[src/rtl/serial_subtractor.sv]
// serial_subtractor: bit-serial a - b - bin, LSB first, one bit per clock, with registered borrow
module serial_subtractor #(
    parameter int WIDTH = 8
) (
    input  logic             clk,
    input  logic             rst_n,
    input  logic             start,
    input  logic [WIDTH-1:0] a,
    input  logic [WIDTH-1:0] b,
    input  logic             bin,
    output logic             busy,
    output logic             done,
    output logic [WIDTH-1:0] diff,
    output logic             bout,
    output logic             diff_bit,
    output logic             bit_vld
);
    localparam int CW = $clog2(WIDTH);
    typedef enum logic [1:0] {IDLE, RUN, DONE} state_t;
    state_t         state;
    logic [CW-1:0]  cnt;
    logic [WIDTH-1:0] a_sh, b_sh, r_sh;
    logic           br, d, br_nxt;
    assign d        = a_sh[0] ^ b_sh[0] ^ br;
    assign br_nxt   = (~a_sh[0] & b_sh[0]) | (~(a_sh[0] ^ b_sh[0]) & br);
    assign busy     = state == RUN;
    assign done     = state == DONE;
    assign bit_vld  = busy;
    assign diff_bit = busy & d;
    always_ff @(posedge clk or negedge rst_n) begin
        if (!rst_n) begin
            state <= IDLE;
            cnt   <= '0;
            a_sh  <= '0;
            b_sh  <= '0;
            r_sh  <= '0;
            br    <= 1'b0;
            diff  <= '0;
            bout  <= 1'b0;
        end else begin
            case (state)
                IDLE: if (start) begin
                    a_sh  <= a;
                    b_sh  <= b;
                    br    <= bin;
                    cnt   <= '0;
                    state <= RUN;
                end
                RUN: begin
                    a_sh <= a_sh >> 1;
                    b_sh <= b_sh >> 1;
                    r_sh <= {d, r_sh[WIDTH-1:1]};
                    br   <= br_nxt;
                    cnt  <= cnt + CW'(1);
                    if (cnt == CW'(WIDTH - 1)) begin
                        diff  <= {d, r_sh[WIDTH-1:1]};
                        bout  <= br_nxt;
                        cnt   <= '0;
                        state <= DONE;
                    end
                end
                DONE:    state <= IDLE;
                default: state <= IDLE;
            endcase
        end
    end
endmodule

[config.mk]
export PLATFORM = sky130hd
export DESIGN_NAME = serial_subtractor
export DESIGN_NICKNAME = d
export VERILOG_FILES = /design/src/rtl/serial_subtractor.sv
export SDC_FILE = /design/constraint.sdc
export NUM_CORES = 1
export LEC_CHECK = 0
export CAP_MARGIN = 20
export CORE_MARGIN = 3
export CORE_UTILIZATION = 35
export CTS_CLUSTER_SIZE = 24
export DETAILED_ROUTE_END_ITERATION = 10
export GPL_TIMING_DRIVEN = 0
export PLACE_DENSITY_LB_ADDON = 0.25
export SETUP_SLACK_MARGIN = 0.1
export SLEW_MARGIN = 20
export SYNTH_ARGS = -nofsm -noshare
export SYNTH_HDL_FRONTEND = slang
export SYNTH_SLANG_ARGS = --single-unit
[constraint.sdc]
create_clock -name clk -period 1.8 [get_ports clk]
set_clock_uncertainty 0.15 [all_clocks]
set_input_delay 0.36 -clock clk [delete_from_list [all_inputs] [get_ports clk]]
set_output_delay 0.36 -clock clk [all_outputs]
set_load 0.01 [all_outputs]
======== Word-level counts from Yosys, hierarchy flattened ========
Cells that the tools add are included.
word-level totals
  bits in registers ....................... 39
  bits of input ports ..................... 20
cells by class
  add/subtract/negate cells ............... 1
  eq/ne operators ......................... 5
  mux-type cells .......................... 12
  bitwise gates (word level) .............. 8
  reduce and logical (&&, ||, !) cells .... 5
operators with widths
  cell                 number
  $pmux 8 s2           2
  $mux 8               2
  $mux 3               2
  $pmux 3 s2           1
  $reduce_and 2->1     3
  $mux 2               2
  $pmux 2 s2           1
  $add 3x1->3 const B  1
  $and 1x1->1          3
  $eq 3x3->1 const B   1
  $eq 2x1->1 const B   1
  $eq 2x2->1 const B   1
  $logic_not 2->1      1
  $ne 2x1->1 const B   1
  $ne 2x2->1 const B   1
  $not 1->1            2
  $pmux 1 s2           1
  $reduce_bool 2->1    1
  $xor 1x1->1          2
  $mux 1               1
  $or 1x1->1           1

======== Logic depth before layout (Yosys ltp) ========
  depth in word-level cells ............... 5
  gate-level depth with buffers ........... 6
  mapped depth without buffers ............ 5

======== Worst setup path before layout ========
OpenSTA, ideal clock, no wires.
  path type ............................... reg-to-output
  start point ............................. reg a_sh[0]
  end point ............................... out diff_bit
  data arrival time ....................... 1.108 ns
  data required time ...................... 1.290 ns
  slack ................................... 0.182 ns
  cell stages (with the launch flop) ...... 3
  path buffers ............................ 0
  cell sequence ........................... dfrtp_1 > fa_1 > and2_1
between the ends
  cells in the longest elaborated chain, start to end .. 3
RTL lines
  item                       line  RTL
  start, declared            22    logic [WIDTH-1:0] a_sh, b_sh, r_sh;
  start signal, assigned     50    a_sh <= a_sh >> 1;
  $xor 1x1->1 (2 in series)  24    assign d = a_sh[0] ^ b_sh[0] ^ br;
  via d                      23    logic br, d, br_nxt;
  $and 1x1->1                29    assign diff_bit = busy & d;
  end, declared              15    output logic diff_bit,
The timed path passes the listed nets, and every way through them passes these cells.

======== Worst setup path in the final report ========
  start point ............................. reg br
  end point ............................... out diff_bit
between the ends
  cells in the longest elaborated chain, start to end .. 2
RTL lines
  item                    line  RTL
  start, declared         23
  start signal, assigned  45    br <= bin;
  start signal, assigned  53    br <= br_nxt;
  $xor 1x1->1             24
  via d                   23
  $and 1x1->1             29
The timed path passes the listed nets, and every way through them passes these cells.

==> results.sh <==
export IMPL_clk_buf_depth=2
export IMPL_rsz0062_at_grt="true"
export IMPL_power_density_mw_per_mm2=1689
export IMPL_detail_route_iter0_violations=68
export IMPL_netlist_instances=156
export IMPL_grt_antenna_before_repair=0
export IMPL_final_hold_worst_slack_ns=0.3287
export IMPL_dpl_hpwl_mm=2.651
export IMPL_initial_drt_pass_iterations=4
export IMPL_wl_per_cell_um=14.21
export IMPL_worst_endpoint_required_ns=1.29
export IMPL_track_usage=0.1409
export IMPL_grt_remaining_overflow=0
export IMPL_critical_path_buffer_and_inverter_count=2
export IMPL_floorplan_die_height_um=76.70
export IMPL_run_status="finished with violations"
export IMPL_worst_slew_pin_slew_ns=0.2655
export IMPL_tritoncts="yes"
export IMPL_final_period_utilization=1.106
export IMPL_ios=33
export IMPL_finalWorstPathRequiredPeriod_ns=1.990
export IMPL_setup_tns_final_ns=-0.1899
export IMPL_final_antenna_net_count=0
export IMPL_grt_pass1_wl_mm=6.644
export IMPL_core_rowCount=25
export IMPL_layout_common_cells="38 x dfrtp_1, 26 x o22ai_1, 22 x nand2_1"
export IMPL_cts_htree_levels=2
export IMPL_p_leak_nw=1.201
export IMPL_worst_r2r_setup_slack_ns=0.18
export IMPL_postSynthRegisterBits=38
export IMPL_fin_area_mm2=0.002436
export IMPL_ctsRootBufferMaster="clkbuf_8"
export IMPL_ir_drop_uv=567.6
export IMPL_cts_buffers_inserted=5
export IMPL_pin_count_of_the_biggest_net_entering_global_routing=29
export IMPL_clock_slew_at_reported_path_ffs_ns=0.07
export IMPL_crit_fanout=2
export IMPL_r2r_worst_path_cells=5
export IMPL_critPathMaxStageDelay_ns=0.55
export IMPL_critical_path_reg2reg_endpoint="diff[6]$_DFFE_PN0P_"
export IMPL_finalWeightedCongestion=0.8281
export IMPL_timing_slew_headroom=0.8215
export IMPL_clock_latency_ns=0.28
export IMPL_dr_total_vias=1384
export IMPL_critical_path_top_delay_family="adder cells"
export IMPL_crit_path_top_delay_cell="fa_1"
export IMPL_die_area_mm2=0.005882
export IMPL_maxClockFrequency_ghz=0.5025
export IMPL_final_critical_path_setup_slack_ns=-0.1899
export IMPL_num_nets_final=234
export IMPL_layout_drive_gt1_share=0.2830
export IMPL_drt_vias_per_instance=4.961
export IMPL_max_cap_violations=0
export IMPL_die_width_um=76.70
export IMPL_core_area_mm2=0.004786
export IMPL_first_global_vias=1411
export IMPL_dpl_cell_area_mm2=0.002168
export IMPL_finalSetupViolCount=1
export IMPL_crit_arrival_ns=1.48
export IMPL_floorplan_initialDensity=0.3655
export IMPL_number_of_buffers_inserted_by_port_buffering=32
export IMPL_timing_critical_path_to_type="primary output"
export IMPL_critical_path_cell_by_cell="inv_2 -> fa_1 -> and2_4 -> buf_6"
export IMPL_synth_lib_cells_used_distinct=26
export IMPL_slew_violations=0
export IMPL_antennaDiodeCount=0
export IMPL_synth_yosys_warnings=0
export IMPL_drt_total_wl_mm=3.964
export IMPL_ys_seq_area_frac=0.5436
export IMPL_clock_sinks=38
export IMPL_startpoint_of_the_worst_slack_reg_to_reg_timing_path="cnt[0]$_DFFE_PN0P_"
export IMPL_startpoint_class="register"
export IMPL_layout_commonest_cell="dfrtp_1"
export IMPL_timing_setup_critical_path_class="reg2out"
export IMPL_mappedNetlistArea_mm2=0.001749
export IMPL_synthesized_net_count=179
export IMPL_postLayoutCoreUtil=0.5090
export IMPL_drc_errors=0
export IMPL_hold_path_class="in2async"
export IMPL_areaGrowthSynthToFinish_pct=39.27
export IMPL_hold_viol_final=0
export IMPL_syn_mean_instance_area_um2=11.21
export IMPL_violations="setup timing"
==> area by class of cell <==
type	instances	area [um2]
fillers	439	2350
repair buffers	48	465.4
inverters	6	28.78
flip-flops and latches	38	950.9
plain buffers	12	112.6
multi-input cells	100	684.4
well taps	67	83.83
clock buffers	8	110.1
==> worst max path at each step <==
stage	startpoint	to	slack, ns	cells after the start
final	br$_DFFE_PN0P_	diff_bit	-0.19	4
after global routing	br$_DFFE_PN0P_	diff_bit	-0.27	4
after CTS	b_sh[0]$_DFFE_PN0P_	diff_bit	-0.22	4
after detailed placement	a_sh[0]$_DFFE_PN0P_	diff_bit	-0.37	3
after global placement	rst_n	b_sh[4]$_DFFE_PN0P_	-0.64	1
after floorplan	a_sh[0]$_DFFE_PN0P_	diff_bit	0.18	2
==> flip-flops by register name (all words and copies together), names as in the netlist <==
signal	count
diff	8
b_sh	8
r_sh	7
bout	1
br	1
state	2
a_sh	8
cnt	3
==> cells by family (layout without fill, tap and decap cells) <==
logic type,after synthesis,in the layout,share of synthesized area
buf+inv,18,74,0.06938
compound gates,52,52,0.1817
flops,38,38,0.5436
simple gates,37,37,0.1130
fa+ha+maj,3,3,0.02575
mux,8,8,0.06652
==> timing repair <==
item,4_1_cts,5_1_grt
pin swaps,1,1
endpoints found under the hold margin,10,0
gates resized for setup,33,7
buffers inserted,11,4
gates cloned,0,0
endpoints found under the setup margin,10,15
hold buffers,1,0
==> power by group <==
| part | internal, mW | total [mW] | switching, mW |
|---|---|---|---|
| clock network | 0.387 | 0.678 | 0.291 |
| logic | 1.07 | 1.91 | 0.842 |
| registers | 1.25 | 1.53 | 0.277 |
==> worst reg2reg max path: stages (launching register included) <==
cell and delay (ns):
dfrtp_1 0.40, ha_1 0.21, ha_2 0.20, nand3b_4 0.09, buf_8 0.15, mux2_4 0.31
==> layer usage <==
layer  track usage  up-vias  part of all wire
li1              -      663                 -
met1        0.1799      678              0.45
met2        0.2291       39              0.49
met3       0.03638        4             0.046
met4       0.05254        0            0.0083
met5             0        -                 0
==> per-stage QoR <==
stage	setup WS [ns]	total power, mW	std cells
2_1_floorplan	0.1819	2.584	156
3_3_place_gp	-0.6365	3.139	255
3_5_place_dp	-0.3668	3.215	256
4_1_cts	-0.2189	4.106	276
5_1_grt	-0.2691	4.407	279
6_report	-0.1899	4.114	279
==> cell usage after synthesis, drive strengths merged <==
| master | instances | area, um2 |
|---|---|---|
| o21ai | 5 | 25.02 |
| inv | 6 | 22.52 |
| a22o | 2 | 17.52 |
| ha | 2 | 25.02 |
| or2 | 1 | 8.760 |
| nor2 | 4 | 15.01 |
| a21o | 2 | 15.01 |
| nor3 | 2 | 10.01 |
| fa | 1 | 20.02 |
| nand3b | 1 | 20.02 |
| nand2b | 2 | 27.53 |
| nor2b | 2 | 12.51 |
| or3 | 1 | 6.260 |
| a21oi | 15 | 75.07 |
| and2 | 1 | 6.260 |
| nand2 | 22 | 82.58 |
| nor4b | 1 | 8.760 |
| o22ai | 26 | 162.7 |
| a221oi | 1 | 15.01 |
| o31ai | 1 | 7.510 |
| buf | 12 | 98.84 |
| mux2 | 8 | 116.4 |
| dfrtp | 38 | 950.9 |
(Power assumes the default switching activity.)
